File: config.mk
export PLATFORM = sky130hd
export DESIGN_NAME = parking_display_scanner
export DESIGN_NICKNAME = d
export VERILOG_FILES = /design/src/rtl/parking_display_scanner.sv
export SDC_FILE = /design/constraint.sdc
export NUM_CORES = 1
export LEC_CHECK = 0
export CAP_MARGIN = 30
export CORE_ASPECT_RATIO = 1.4
export CORE_MARGIN = 2
export CORE_UTILIZATION = 51
export DETAILED_ROUTE_END_ITERATION = 8
export PLACE_DENSITY = 0.74
export REMOVE_ABC_BUFFERS = 1
export SLEW_MARGIN = 10
export SYNTH_ARGS = -nofsm -noshare
export SYNTH_HDL_FRONTEND = slang
export SYNTH_SLANG_ARGS = --single-unit
File: constraint.sdc
create_clock -name clk -period 2.95 [get_ports clk]
set_clock_uncertainty 0.2 [all_clocks]
set_input_delay 0.295 -clock clk [delete_from_list [all_inputs] [get_ports clk]]
set_output_delay 0.295 -clock clk [all_outputs]
set_load 0.02 [all_outputs]
File: src/rtl/parking_display_scanner.sv
// Converts a binary free-slot count to BCD (serial double-dabble) and scans it onto a
// 4-digit common-anode display; the scan and blink square waves are sampled, never used as clocks.
module parking_display_scanner #(
  parameter int VALUE_W  = 14,
  parameter int MAX_DISP = 9999
) (
  input  logic               clk,
  input  logic               reset,
  input  logic               scan_clk,
  input  logic               blink_clk,
  input  logic [VALUE_W-1:0] value,
  input  logic               blink_en,
  output logic [3:0]         an,
  output logic [6:0]         seg,
  output logic               busy,
  output logic               ovf
);

  localparam int SR_W  = 16 + VALUE_W;
  localparam int CNT_W = $clog2(VALUE_W + 1);
  localparam logic [VALUE_W-1:0] MAX_V    = VALUE_W'(MAX_DISP);
  localparam logic [CNT_W-1:0]   LAST_CNT = CNT_W'(VALUE_W - 1);
  localparam logic [6:0]         SEG_DASH = 7'b0111111;

  localparam logic [1:0] IDLE  = 2'd0;
  localparam logic [1:0] LOAD  = 2'd1;
  localparam logic [1:0] SHIFT = 2'd2;
  localparam logic [1:0] DONE  = 2'd3;

  logic               s1, s2, b1, b2;
  logic               tick;
  logic [1:0]         idx;
  logic [1:0]         state;
  logic [VALUE_W-1:0] cap;
  logic               ovf_pending;
  logic [SR_W-1:0]    sr;
  logic [SR_W-1:0]    sr_adj;
  logic [CNT_W-1:0]   cnt;
  logic [15:0]        disp;
  logic [3:0]         blank;
  logic [3:0]         dig;

  function automatic logic [6:0] decode(input logic [3:0] d);
    case (d)
      4'd0:    decode = 7'b1000000;
      4'd1:    decode = 7'b1111001;
      4'd2:    decode = 7'b0100100;
      4'd3:    decode = 7'b0110000;
      4'd4:    decode = 7'b0011001;
      4'd5:    decode = 7'b0010010;
      4'd6:    decode = 7'b0000010;
      4'd7:    decode = 7'b1111000;
      4'd8:    decode = 7'b0000000;
      4'd9:    decode = 7'b0010000;
      default: decode = 7'b1111111;
    endcase
  endfunction

  assign tick = s1 & ~s2;

  always_ff @(posedge clk) begin
    if (!reset) begin
      s1  <= 1'b0;
      s2  <= 1'b0;
      b1  <= 1'b0;
      b2  <= 1'b0;
      idx <= 2'd0;
    end else begin
      s1 <= scan_clk;
      s2 <= s1;
      b1 <= blink_clk;
      b2 <= b1;
      if (tick) idx <= idx + 2'd1;
    end
  end

  // Double-dabble correction: every BCD nibble >= 5 gets +3 before the shift.
  always_comb begin
    sr_adj = sr;
    for (int k = 0; k < 4; k++) begin
      if (sr[VALUE_W + 4*k +: 4] >= 4'd5)
        sr_adj[VALUE_W + 4*k +: 4] = sr[VALUE_W + 4*k +: 4] + 4'd3;
    end
  end

  always_ff @(posedge clk) begin
    if (!reset) begin
      state       <= IDLE;
      cap         <= '0;
      ovf_pending <= 1'b0;
      sr          <= '0;
      cnt         <= '0;
      disp        <= '0;
      busy        <= 1'b0;
      ovf         <= 1'b0;
    end else begin
      case (state)
        IDLE: begin
          if (value != cap) begin
            state <= LOAD;
            busy  <= 1'b1;
          end
        end
        LOAD: begin
          cap         <= value;
          ovf_pending <= (value > MAX_V);
          if (value > MAX_V) begin
            state <= DONE;
          end else begin
            sr    <= {16'd0, value};
            cnt   <= '0;
            state <= SHIFT;
          end
        end
        SHIFT: begin
          sr <= {sr_adj[SR_W-2:0], 1'b0};
          if (cnt == LAST_CNT) state <= DONE;
          else                 cnt   <= cnt + CNT_W'(1);
        end
        default: begin
          if (!ovf_pending) disp <= sr[SR_W-1 -: 16];
          ovf   <= ovf_pending;
          busy  <= 1'b0;
          state <= IDLE;
        end
      endcase
    end
  end

  // A digit above the units is blank when it and every higher digit are zero.
  always_comb begin
    blank[3] = (disp[15:12] == 4'd0);
    blank[2] = blank[3] && (disp[11:8] == 4'd0);
    blank[1] = blank[2] && (disp[7:4] == 4'd0);
    blank[0] = 1'b0;
    dig      = disp[{idx, 2'b00} +: 4];
  end

  always_ff @(posedge clk) begin
    if (!reset) begin
      an  <= 4'b1111;
      seg <= 7'b1111111;
    end else if ((blank[idx] && !ovf) || (blink_en && !b2)) begin
      an  <= 4'b1111;
      seg <= 7'b1111111;
    end else begin
      an  <= ~(4'b0001 << idx);
      seg <= ovf ? SEG_DASH : decode(dig);
    end
  end

endmodule

==> results_dict.tcl <==
set metrics [dict create \
    run_status "completed" \
    insertion_delay_ns 0.36 \
    grt_pass1_wl_mm 13.3 \
    pwr-share-comb 0.266 \
    dieArea_um2 8710 \
    clockBufferDepth 2 \
    final_antenna_net_count 0 \
    hold_buffers 0 \
    routed_wl_mm 7.88 \
    wire_per_inst_um 13.4 \
    post-route-period-util 0.787 \
    routed_via_density 5.34 \
    intPower_mw 2.33 \
    p_per_area_nw_per_um2 713 \
    syn_to_final_growth_pct 15.9 \
    io_pins 32 \
    dp_hpwl_mm 5.77 \
    setup_viol 0 \
    multiInputGateArea_um2 2160 \
    cap_violations 0 \
    cts_sinks 86 \
    max-slew-margin-rel 0.547 \
    swShare 0.306 \
    grt_antenna_before_repair 0 \
    clock_power_share 0.301 \
    drc 0 \
    cts_setup_buffers 0 \
    path_clk_slew_ns 0.08 \
    synthCells 459 \
    p_leak_nw 1.71 \
    firstDrtPassIters 4 \
    crit_fanout 32 \
    seq_area_um2 1720 \
    drive_gt1_frac 0.0714 \
    num-nets-final 527 \
    tightest_slew_ns 0.679 \
    start_kind "register" \
    root_buffer "clkbuf_8" \
    grt_usage 0.196 \
    ys_ff_latch 86 \
    place.gp.congestion 0.768 \
    rsz0062_at_grt "no" \
    diodes 0 \
    fin_crit_ns 2.32 \
    ys_warn_count 0 \
    htree_levels 3 \
    yosysUniqueCellTypes 43 \
    hold_violations 0 \
    die_w_um 79.4 \
    syn_avg_cell_area_um2 8.85 \
    timing.fmax_mhz 431 \
    pwr-share-seq 0.434 \
    initialDrtViolationCount 94 \
    peakVddDrop_mv 0.533 \
    rows 38 \
    cts_tree "done" \
    grt_pass1_vias 2943 \
    num-fill-cells 682 \
    slew_violations 0 \
    critPathCaptureType "register" \
    hold_path.class "reg2reg" \
    syn_area_um2 4060 \
    die_h_um 110 \
    grt_overflow 0 \
    core_area_um2 7750 \
    via_count 3150 \
    critPathRequiredTime_ns 3.02 \
    start_util 0.524 \
    p_switching_mw 1.03 \
    grt_max_degree 66 \
    fin_tns_setup_ns 0 \
    place_ws_ns 0.476 \
    numCtsBuffers 9 \
    critical_path_class "reg2reg" \
    crit_arrival_ns 2.39 \
    cts_resized 0 \
    port_buffers 31 \
    fin_ws_ns 0.629 \
    yosysSeqAreaShare 0.424 \
]
## power by group through the flow
stage	registers (mW)	logic, mW	clock network, mW
2_1_floorplan	1.47	0.632	0
3_3_place_gp	1.47	0.877	0
3_5_place_dp	1.48	0.898	0
4_1_cts	1.46	0.902	1.03
5_1_grt	1.48	0.983	1.07
6_report	1.46	0.892	1.01
## placed cells by master, fill, tap and decap left out, drive strengths merged, types with 9 or more instances in the layout
master	instances
clkbuf	13
nand2b	9
nor2	45
dfxtp	86
inv	21
a21oi	43
a211oi	14
clkdlybuf4s50	31
ha	23
o21ai	14
mux2i	29
nand2	63
xnor2	22
## cells by family after synthesis
kind of cell             Yosys count  share of synthesized area
multiplexers                      33                     0.0936
flip-flops                        86                      0.424
XOR/XNOR                          22                     0.0474
buffers and inverters             45                     0.0437
adder cells (fa/ha/maj)           23                     0.0708
AND/OR/NAND/NOR                  153                      0.173
AO/OA/AOI/OAI                     97                      0.148
## sequential cells by signal, indices dropped and copies added, names as in the netlist, 2 cells and up
register  flops
sr           30
disp         16
cap          14
seg           7
an            4
cnt           4
idx           2
state         2
## critical path, stage by stage, from the launching register on
cell,delay [ns]
dfxtp_1,0.34
inv_1,0.09
ha_1,0.55
or2_2,0.24
o21a_2,0.50
nor2_1,0.09
a211oi_1,0.22
## layer usage
metal / vias up / track usage / routed length (µm)
met3: 13 / 0.0271 / 218
met1: 1468 / 0.210 / 3290
met4: 0 / 0.0961 / 179
met5: - / 0 / 0
met2: 50 / 0.370 / 4190
li1: 1619 / - / -
## path summary, 6_finish.rpt
path / start / end / slack [ns] / depth (start not counted)
worst max-delay path: state[1] / sr[3] / 0.63 / 6
worst min-delay path: b1 / b2 / 0.24 / 1
worst max register to register: state[1] / sr[3] / 0.63 / 6
worst min register to register: b1 / b2 / 0.24 / 1
## per-stage QoR
stage / area, µm² / utilization / power [mW] / hold WS [ns] / instances
floorplan: 3970 / - / 2.11 / 0.212 / 435
global placement: 4460 / 0.576 / 2.35 / 0.214 / 574
detailed placement: 4460 / 0.576 / 2.38 / 0.218 / 574
CTS: 4710 / 0.608 / 3.39 / 0.238 / 590
global route: 4710 / 0.608 / 3.53 / 0.258 / 590
finish: 4710 / 0.608 / 3.36 / 0.236 / 590
## cells in the mapped netlist, drive strengths merged
library cell / instances / share of area
o21a: 2 / 0.0040
nand4b: 1 / 0.0022
or4b: 1 / 0.0025
a22oi: 5 / 0.0092
a211oi: 14 / 0.027
or2: 1 / 0.0015
nand3b: 1 / 0.0018
o31ai: 3 / 0.0055
buf: 13 / 0.014
nand2: 63 / 0.059
ha: 23 / 0.071
dfxtp: 86 / 0.42
a211o: 1 / 0.0022
nor2: 45 / 0.042
a21oi: 43 / 0.053
mux2i: 29 / 0.071
o41a: 1 / 0.0028
and2: 5 / 0.0077
xnor2: 22 / 0.047
o21ai: 14 / 0.018
a31oi: 3 / 0.0062
nor4: 3 / 0.0083
nand2b: 9 / 0.014
mux4: 4 / 0.022
nand3: 8 / 0.011
o211ai: 7 / 0.013
or4: 1 / 0.0018
clkbuf: 11 / 0.010
inv: 21 / 0.019
nor3: 5 / 0.0062
a21o: 3 / 0.0055
nand4: 7 / 0.011
o22ai: 1 / 0.0015
nor2b: 3 / 0.0046
## cell type report
cell class                 instances  area share
multi-input combinational        328       0.460
sequential                        86       0.366
timing repair buffer              39      0.0786
clock buffer                      13      0.0337
tap                              100      0.0266
clock inverter                     3      0.0191
inverter                          21      0.0167
(Power assumes the default switching activity.)
